File: src/rtl/sdio_pkg.sv
// Shared constants and state encoding for the SDIO CMD-line response transmitter.
package sdio_pkg;

   // Response frame layout: start, direction, 6-bit index, 32-bit argument, CRC7, end.
   localparam int         RSP_LEN        = 48;
   localparam int         CRC_LEN        = 7;
   localparam logic       START_BIT      = 1'b0;
   localparam logic       DIR_BIT        = 1'b0;   // card-to-host
   localparam logic       END_BIT        = 1'b1;
   localparam logic [6:0] CRC_FIELD_ONES = 7'h7F;  // R3/R4 carry no real CRC

   typedef enum logic [2:0] {
      ST_IDLE,
      ST_NCR,
      ST_DATA,
      ST_CRC,
      ST_END
   } rsp_state_t;

endpackage

File: src/rtl/sdio_crc7_lfsr.sv
// Serial CRC7 generator: one message bit per enabled clock, MSB first.
module sdio_crc7_lfsr #(
   parameter logic [6:0] POLYNOMIAL = 7'h09,
   parameter logic [6:0] SEED       = 7'h00
) (
   input  logic       clk,
   input  logic       rst_n,
   input  logic       clear,
   input  logic       en,
   input  logic       din,
   output logic [6:0] crc
);

   logic [6:0] r_crc;
   logic       w_fb;

   assign w_fb = din ^ r_crc[6];

   // Shift the remainder by one message bit; clear reloads the seed for a new frame.
   always_ff @(posedge clk or negedge rst_n) begin
      // NOTE: registers are written with <= so every flop samples pre-edge values.
      if (!rst_n) begin
         r_crc <= SEED;
      end else if (clear) begin
         r_crc <= SEED;
      end else if (en) begin
         r_crc <= {r_crc[5:0], 1'b0} ^ (w_fb ? POLYNOMIAL : 7'h00);
      end
   end

   assign crc = r_crc;

endmodule

File: src/rtl/sdio_rsp_tx.sv
// SDIO device response transmitter: waits N_CR bit periods, then serialises
// start/dir/index/arg, the CRC7 (or all ones) and the end bit onto CMD.
module sdio_rsp_tx
   import sdio_pkg::*;
#(
   parameter int         NCR_BITS   = 2,
   parameter logic [6:0] POLYNOMIAL = 7'h09,
   parameter logic [6:0] SEED       = 7'h00
) (
   input  logic        clk,
   input  logic        rst_n,
   input  logic        bit_en,
   input  logic        rsp_valid,
   output logic        rsp_ready,
   input  logic [5:0]  rsp_index,
   input  logic [31:0] rsp_arg,
   input  logic        rsp_no_crc,
   input  logic        abort,
   output logic        cmd_out,
   output logic        cmd_oe,
   output logic        busy,
   output logic        done
);

   // Bits ahead of the CRC field: start, dir, index, arg.
   localparam int         DATA_BITS = RSP_LEN - CRC_LEN - 1;
   localparam logic [5:0] NCR_LOAD  = 6'(NCR_BITS);
   localparam logic [5:0] DATA_LAST = 6'(DATA_BITS - 1);
   localparam logic [5:0] CRC_LAST  = 6'(CRC_LEN - 1);

   rsp_state_t           r_state;
   logic [5:0]           r_cnt;       // NCR countdown, data/CRC bits remaining, END phase
   logic [DATA_BITS-1:0] r_shift;
   logic                 r_no_crc;
   logic                 r_cmd_out;
   logic                 r_cmd_oe;
   logic                 r_done;

   logic                 w_accept;
   logic                 w_crc_clear;
   logic                 w_crc_en;
   logic [6:0]           w_crc;

   // NOTE: rsp_ready looks at abort combinationally so an abort in the same
   // cycle as rsp_valid blocks the handshake rather than racing it.
   assign rsp_ready   = (r_state == ST_IDLE) && !abort;
   assign w_accept    = rsp_valid && rsp_ready;
   assign w_crc_clear = w_accept || abort;
   // The bit going on the line is the bit going into the CRC.
   assign w_crc_en    = bit_en && (r_state == ST_DATA);

   sdio_crc7_lfsr #(
      .POLYNOMIAL (POLYNOMIAL),
      .SEED       (SEED)
   ) u_crc (
      .clk   (clk),
      .rst_n (rst_n),
      .clear (w_crc_clear),
      .en    (w_crc_en),
      .din   (r_shift[DATA_BITS-1]),
      .crc   (w_crc)
   );

   // Frame sequencer: state, bit counter, shift register and registered line outputs.
   always_ff @(posedge clk or negedge rst_n) begin
      if (!rst_n) begin
         r_state   <= ST_IDLE;
         r_cnt     <= '0;
         r_shift   <= '0;
         r_no_crc  <= 1'b0;
         r_cmd_out <= 1'b1;
         r_cmd_oe  <= 1'b0;
         r_done    <= 1'b0;
      end else begin
         r_done <= 1'b0;
         if (abort) begin
            r_state   <= ST_IDLE;
            r_cmd_out <= 1'b1;
            r_cmd_oe  <= 1'b0;
         end else begin
            case (r_state)
               ST_IDLE: begin
                  if (w_accept) begin
                     r_shift  <= {START_BIT, DIR_BIT, rsp_index, rsp_arg};
                     r_no_crc <= rsp_no_crc;
                     if (NCR_BITS == 0) begin
                        r_state <= ST_DATA;
                        r_cnt   <= DATA_LAST;
                     end else begin
                        r_state <= ST_NCR;
                        r_cnt   <= NCR_LOAD;
                     end
                  end
               end
               ST_NCR: begin
                  if (bit_en) begin
                     if (r_cnt == 6'd1) begin
                        r_state <= ST_DATA;
                        r_cnt   <= DATA_LAST;
                     end else begin
                        r_cnt <= r_cnt - 6'd1;
                     end
                  end
               end
               ST_DATA: begin
                  if (bit_en) begin
                     r_cmd_oe  <= 1'b1;
                     r_cmd_out <= r_shift[DATA_BITS-1];
                     r_shift   <= {r_shift[DATA_BITS-2:0], 1'b0};
                     if (r_cnt == 6'd0) begin
                        r_state <= ST_CRC;
                        r_cnt   <= CRC_LAST;
                     end else begin
                        r_cnt <= r_cnt - 6'd1;
                     end
                  end
               end
               ST_CRC: begin
                  if (bit_en) begin
                     r_cmd_out <= r_no_crc ? CRC_FIELD_ONES[r_cnt[2:0]] : w_crc[r_cnt[2:0]];
                     if (r_cnt == 6'd0) begin
                        r_state <= ST_END;
                        r_cnt   <= 6'd1;
                     end else begin
                        r_cnt <= r_cnt - 6'd1;
                     end
                  end
               end
               ST_END: begin
                  if (bit_en) begin
                     if (r_cnt != 6'd0) begin
                        r_cmd_out <= END_BIT;
                        r_cnt     <= 6'd0;
                     end else begin
                        r_cmd_out <= 1'b1;
                        r_cmd_oe  <= 1'b0;
                        r_done    <= 1'b1;
                        r_state   <= ST_IDLE;
                     end
                  end
               end
               default: r_state <= ST_IDLE;
            endcase
         end
      end
   end

   assign cmd_out = r_cmd_out;
   assign cmd_oe  = r_cmd_oe;
   assign done    = r_done;
   assign busy    = (r_state != ST_IDLE);

endmodule

File: config.mk
export PLATFORM = sky130hd
export DESIGN_NAME = sdio_rsp_tx
export DESIGN_NICKNAME = d
export VERILOG_FILES = /design/src/rtl/sdio_pkg.sv /design/src/rtl/sdio_crc7_lfsr.sv /design/src/rtl/sdio_rsp_tx.sv
export SDC_FILE = /design/constraint.sdc
export NUM_CORES = 1
export LEC_CHECK = 0
export BUFFER_PORTS_ARGS = -buffer_cell sky130_fd_sc_hd__clkbuf_2
export CORE_MARGIN = 2
export CORE_UTILIZATION = 55
export DETAILED_ROUTE_END_ITERATION = 10
export GPL_ROUTABILITY_DRIVEN = 0
export MAX_ROUTING_LAYER = met4
export PLACE_DENSITY = 0.78
export SYNTH_ARGS = -nofsm -noshare
export SYNTH_HDL_FRONTEND = slang
export SYNTH_SLANG_ARGS = --single-unit
File: constraint.sdc
create_clock -name clk -period 2.1 [get_ports clk]
set_input_delay 0.315 -clock clk [delete_from_list [all_inputs] [get_ports clk]]
set_output_delay 0.315 -clock clk [all_outputs]
set_load 0.02 [all_outputs]
==> results of run 1 <==
-- layout make-up --
class | count | area, sq um | area share (%)
inverter | 5 | 18.8 | 0.514
tap | 72 | 90.1 | 2.47
timing repair buffer | 65 | 408 | 11.2
clock buffer | 11 | 131 | 3.60
multi-input combinational | 228 | 1460 | 40.0
clock inverter | 3 | 40.0 | 1.10
sequential | 60 | 1500 | 41.2
-- report_power, final --
| part | total, uW | switching, uW | internal [uW] |
|---|---|---|---|
| logic | 665 | 367 | 298 |
| registers | 1460 | 117 | 1340 |
| clock network | 950 | 419 | 531 |
| total | 3070 | 903 | 2170 |
-- worst min-delay path by stage --
stage / start / end / slack, ps
5_1_grt: rsp_no_crc / r_no_crc$_DFFE_PN0P_ / 220
4_1_cts: rsp_no_crc / r_no_crc$_DFFE_PN0P_ / 210
6_report: rsp_no_crc / r_no_crc$_DFFE_PN0P_ / 220
3_3_place_gp: rst_n / r_shift[20]$_DFFE_PN0P_ / 350
2_1_floorplan: rst_n / cmd_oe$_DFFE_PN0P_ / 20
3_5_place_dp: rst_n / r_shift[20]$_DFFE_PN0P_ / 350
-- through the flow --
step / util, % / hold slack [ps] / TNS (ps) / cells
finish: 66.3 / 221 / 0 / 444
global route: 66.3 / 223 / -12.2 / 444
CTS: 66.2 / 208 / 0 / 444
detailed placement: 62.9 / 346 / 0 / 429
global placement: 62.9 / 351 / 0 / 429
floorplan: - / 19.4 / 0 / 316
-- kinds of logic after synthesis --
kind of cell	share of synthesized area, %
AOI/OAI and AO/OA	14.8
xor gates and xnor gates	0.843
adders and majority gates	0.802
buffers and inverters	5.46
DFF	48.2
muxes	14.9
and+or+nand+nor	14.9
-- sequential cells by signal (all words and copies together) (netlist names) --
signal     flops
u_crc.crc      7
done           1
r_no_crc       1
r_cnt          6
r_state        3
cmd_oe         1
cmd_out        1
r_shift       40
-- routing by layer --
| layer | up-vias | share of wire [%] |
|---|---|---|
| met5 | - | 0 |
| met2 | 51 | 46 |
| met4 | 0 | 1.6 |
| li1 | 1222 | - |
| met3 | 8 | 4.1 |
| met1 | 1165 | 48 |
-- cells in the final DEF, fill, tap and decap left out, drive strengths merged, types with 2 or more instances in the layout --
cell type,count
mux2,2
mux2i,42
buf,16
a21oi,13
o32a,2
a31oi,3
dfrtp,59
clkinv,2
o21bai,2
a211o,2
nand3,4
a2111oi,2
a32o,3
and2,3
nor2,14
o21ai,41
nor4,2
a22o,2
xor2,3
ha,2
clkbuf,59
nor3,7
inv,5
nand2,61
nor2b,2
nand2b,2
or3,3
-- what timing repair did --
item / in CTS / in global routing
gates resized for setup: 0 / 2
endpoints found under the hold margin: 59 / 0
hold buffers: 1 / 0
setup endpoints to repair: 0 / 3
-- critical path: stages (launching register included) --
cell and delay, ps:
dfrtp_1 430, buf_4 200, or3_1 410, nor2_2 150
clkbuf_2 190
==> impl_results.md, run 1 <==
* CTS Buffer Depth at 2
* Met2 usage at roughly a third
* Top Ports at 49
* CTS HTree Levels at 3
* Slew Viols, Final at 0
* Worst VDD drop at 759 uV
* Fin Clk Skew at between 7 and 8 ps
* Worst R2R Path Depth at 6
* Vias in the first global route at 2,376
* # setup viols final at 0
* Final Hold Vio Count at 0
* Initial Util at 56.6%
* Post-synth EDFFs at 0
* # DRC at 0
* GR Util met3 at under 10%
* Crit path max fanout at 10
* Syn nets at 362
* Overall routed net length at ~6300 microns
* Aggregate global-route resource usage at 23.0%
* Ys async rst share at between 90% and 100%
* Nets at between 400 and 500
* GR Overflow Total at 0
* Die width at 79.3 microns
* Startpoint Class: register
* Synth cell types at 44
* DR vias at 2,446
* RSZ-0062 raised after global routing: yes
* FF-to-FF Start: r_state[2]$_DFFE_PN0P_
* Synth-to-Final Area Change at 17.0%
* Fmax at 0.495 GHz
* Synth area leader: dfrtp_1
* Layout cells sized above 1 at between 20% and 30%
* Dpl ws at roughly 110 ps
* P_leak at ~0.0016 uW
* Synth Area per Inst at 9.87 sq um
* Placed standard-cell area at 3460 sq um
* Top post-synthesis cells by area: dfrtp_1 (47%), mux2i_1 (13%), nand2_1 (7.3%)
* Worst-Skew Late Latency at 340 ps
* Synth Flop Type: dfrtp_1
* Die area at approximately 6300 sq um
* Final Worst Setup Slack at 78.3 ps
* ANT nets after route at 0
* First-pass GRT wire length at 10,900 microns
* Setup crit end: rsp_ready
* Clock sink count at 60
* Yosys warns at 0
* WL/cell at approximately 14 microns
* Num CTS Buffers at 9
* Largest net degree at the start of global routing at 78
* Worst path required time at between 1500 and 2000 ps
* Reg2Reg Capture Point: r_shift[32]$_DFFE_PN0P_
* DP HPWL at 4400 microns
* CP arrival at 1710 ps
* Vias per cell at between 5 and 6
* Setup Crit Path Kind: register to output pin
* Max transition margin at 73.7%
* R2R Setup Slk at between 200 and 250 ps
* Critical path origin: r_state[0]$_DFFE_PN0P_
* Count leader, synth: nand2_1
* CTS tree: built
* Clock root buffer: clkbuf_8
* Cell Pwr Density at 842 nW/um^2
* Min Tclk post-route at slightly above 2000 ps
* HP Class: primary input to register
* CP Capture Type: output pin
* Clock transition at path regs at approximately 60 ps
* Outcome: finished, final reports clean
* DRT Pass-1 Iters at 4
* Worst-margin pin slew at 385 ps
* Total Power at 3070 uW
* Fillers at 444
* Synth cell count leaders: nand2_1 (61), dfrtp_1 (59), mux2i_1 (42), o21ai_1 (34)
* Row cnt at 27
* Final Instance Area at between 3000 and 4000 sq um
* Most Crowded Layer GR: met2
* Gate Count Post-Synth at between 300 and 400
* Global routing usage on met1 at 30.3%
* Die Ht at 79.3 microns
* Worst hold path depth at 2
* FF+latch count, synth at 60
* Top-area cell type share of the netlist area at between 40 and 50%
* Max-Cap Viols at 0
* Post-synthesis sequential area ratio at 48.2%
* Port Buf Inserts at 48
* Starting DRT DRC Count at 182
* Antenna cells at 0
* Mapped Area at 3120 sq um
* Fin crit share at 96.3%
* Core footprint at 5510 sq um
* Antenna violations before repair at 0
* Number of setup buffers added after CTS at 0
No activity file was read; power rests on OpenSTA's default activity.
==> inputs of run 2 (changes only) <==
--- a/config.mk
+++ b/config.mk
@@ -6,12 +6,14 @@
 export NUM_CORES = 1
 export LEC_CHECK = 0
 export BUFFER_PORTS_ARGS = -buffer_cell sky130_fd_sc_hd__clkbuf_2
+export CELL_PAD_IN_SITES_DETAIL_PLACEMENT = 1
+export CELL_PAD_IN_SITES_GLOBAL_PLACEMENT = 2
 export CORE_MARGIN = 2
-export CORE_UTILIZATION = 55
+export CORE_UTILIZATION = 35
 export DETAILED_ROUTE_END_ITERATION = 10
 export GPL_ROUTABILITY_DRIVEN = 0
 export MAX_ROUTING_LAYER = met4
-export PLACE_DENSITY = 0.78
+export PLACE_DENSITY_LB_ADDON = 0.1
 export SYNTH_ARGS = -nofsm -noshare
 export SYNTH_HDL_FRONTEND = slang
 export SYNTH_SLANG_ARGS = --single-unit
==> run 2 against run 1 <==
Against the previous run:
- clock-buffer cell count up 1
- sequential power about the same
- core utilization down 23 points
- via count down 0.78%
- cell area up 1.7%
- non-clock buffer count unchanged
- critical path type unchanged
==> impl_results.md, run 2 (synthesized netlist as in run 1, its figures left out) <==
* Outcome: finished, final reports clean
* RSZ-0062 raised after global routing: no
* Clock network power share at 32.9% (+2.0 points)
* Reg with most FFs: r_shift
* Vias in the first global route at 2,532 (+6.6%)
* First-pass GRT wire length at 12,900 microns (+19%)
* Row cnt at 34 (+26%)
* Clock transition at path regs at 70 ps (about the same)
* Port Buf Inserts at 48 (unchanged)
* DP HPWL at 5320 microns (+21%)
* Die width at 98.4 microns (+24%)
* ANT nets after route at 0 (unchanged)
* CP Capture Type: output pin
* P_leak at 0.00163 uW (+0.34%)
* Die area at 9680 sq um (+54%)
* Clock sink count at 60 (unchanged)
* Aggregate global-route resource usage at 17.3% (-5.7 points)
* CTS HTree Levels at 3 (unchanged)
* Total Power at 3200 uW (+4.1%)
* DR vias at 2,427 (-0.78%)
* Fin crit share at 94.1% (-2.2 points)
* Fmax at 0.506 GHz (+2.4%)
* Number of setup buffers added after CTS at 0 (unchanged)
* GR Overflow Total at 0 (unchanged)
* Top Ports at 49 (unchanged)
* Core footprint at 8680 sq um (+58%)
* Net Sw Power at 954 uW (+5.6%)
* Sw Ratio at 29.8% (+0.42 points)
* # setup viols final at 0 (unchanged)
* Worst VDD drop at 294 uV (-61%)
* CTS tree: built
* Setup_tns at 0 ps (unchanged)
* Synth-to-Final Area Change at 19.1%
* Vias per cell at 5.06 (-8.2%)
* Fin Hold WS at 217 ps (-3.62 ps)
* Worst path required time at 1780 ps (about the same)
* Most common cell after layout, fill and taps aside: nand2_1
* # DRC at 0 (unchanged)
* CP arrival at 1660 ps (-50 ps)
* Combinational power share at 21.5% (about the same)
* Worst-margin pin slew at 600 ps (+215 ps)
* Overall routed net length at 7360 microns (+17%)
* Starting DRT DRC Count at 106 (-42%)
* Setup Crit Path Kind: register to output pin
* Placed cell count at 465 (+8.4%)
* R2R Setup Slk at 230 ps (about the same)
* Most frequent cells in the layout: nand2_1 (61), dfrtp_1 (59), clkbuf_2 (48)
* Non-filler instance count after layout at 480 (+8.1%)
* Part of the power in registers at 45.6% (-1.8 points)
* Worst-Skew Late Latency at 330 ps (about the same)
* Die Ht at 98.4 microns (+24%)
* Crit path max fanout at 7 (-3)
* Num CTS Buffers at 9 (unchanged)
* Cell Pwr Density at 861 nW/um^2 (+2.3%)
* Startpoint Class: register
* Largest net degree at the start of global routing at 47 (-40%)
* CTS Buffer Depth at 2 (unchanged)
* Nets at 415 (unchanged)
* Max transition margin at 60.0% (-14 points)
* Internal Dissipation at 2240 uW (+3.5%)
* DRT Pass-1 Iters at 4 (unchanged)
* Layout cells sized above 1 at 23.9% (+0.27 points)
* Max reg flops at 40 (unchanged)
* Initial Util at 35.9% (-21 points)
* Clock root buffer: clkbuf_8
* HP Class: primary input to register
* Max-Cap Viols at 0 (unchanged)
* Final Hold Vio Count at 0 (unchanged)
* Antenna violations before repair at 0 (unchanged)
* Min Tclk post-route at 1980 ps (-46.6 ps)
* WL/cell at 15.3 microns (+8.4%)
* Slew Viols, Final at 0 (unchanged)
* Antenna cells at 0 (unchanged)
* Fin Clk Skew at 9.17 ps (+1.73 ps)
## run 2: cell count changes in the layout (fill, tap and decap cells not counted), sizes merged
cell / previous run / this run
clkinv: 2 / 1
clkbuf: 59 / 60
## run 2: power groups by stage
stage	sequential [uW]	combinational [uW]	clock [uW]
2_1_floorplan	1450	494	0
3_3_place_gp	1470	682	0
3_5_place_dp	1480	697	0
4_1_cts	1460	703	1090
5_1_grt	1490	792	1140
6_report	1460	688	1050
## run 2: final timing paths
check                                        start                       to  cells after the start
setup / recovery            r_state[0]$_DFFE_PN0P_                rsp_ready                      3
hold / removal                          rsp_no_crc     r_no_crc$_DFFE_PN0P_                      2
setup reg to reg            r_state[0]$_DFFE_PN0P_   r_shift[4]$_DFFE_PN0P_                      4
hold reg to reg            r_shift[19]$_DFFE_PN0P_  r_shift[19]$_DFFE_PN0P_                      2
max in group asynchronous                    rst_n      cmd_out$_DFFE_PN1P_                      3
min in group asynchronous                    rst_n  r_shift[20]$_DFFE_PN0P_                      2
## run 2: worst max-delay path, stage by stage, from the launching register on
cell and delay [ps]:
dfrtp_1 490, or3_1 480, nor2_2 160, clkbuf_2 200
## run 2: layer usage
metal	track usage [%]	vias up	wire, microns
li1	-	1218	-
met1	23.3	1165	3630
met2	25.9	37	3400
met3	3.08	7	240
met4	6.85	0	98
met5	-	-	0
## run 2: repair_timing
| action | 4_1_cts | 5_1_grt |
|---|---|---|
| gates resized for setup | 0 | 2 |
| endpoints found under the hold margin | 17 | 0 |
| endpoints found under the setup margin | 0 | 2 |
| hold buffers | 1 | 0 |
## run 2: final cells by class
class	instances	area, sq um
fill	1014	4970
sequential	60	1500
multi-input combinational	228	1460
timing repair buffer	65	408
clock buffer	12	155
tap	108	135
clock inverter	2	35.0
inverter	5	18.8
## run 2: through the flow
| step | utilization, % | instance area (sq um) | worst slack, ps |
|---|---|---|---|
| after global routing | 42.8 | 3710 | 38.6 |
| after floorplan | - | 3120 | 251 |
| final | 42.8 | 3710 | 125 |
| after CTS | 42.7 | 3710 | 54.1 |
| after global placement | 40.4 | 3510 | 266 |
| after detailed placement | 40.4 | 3510 | 172 |
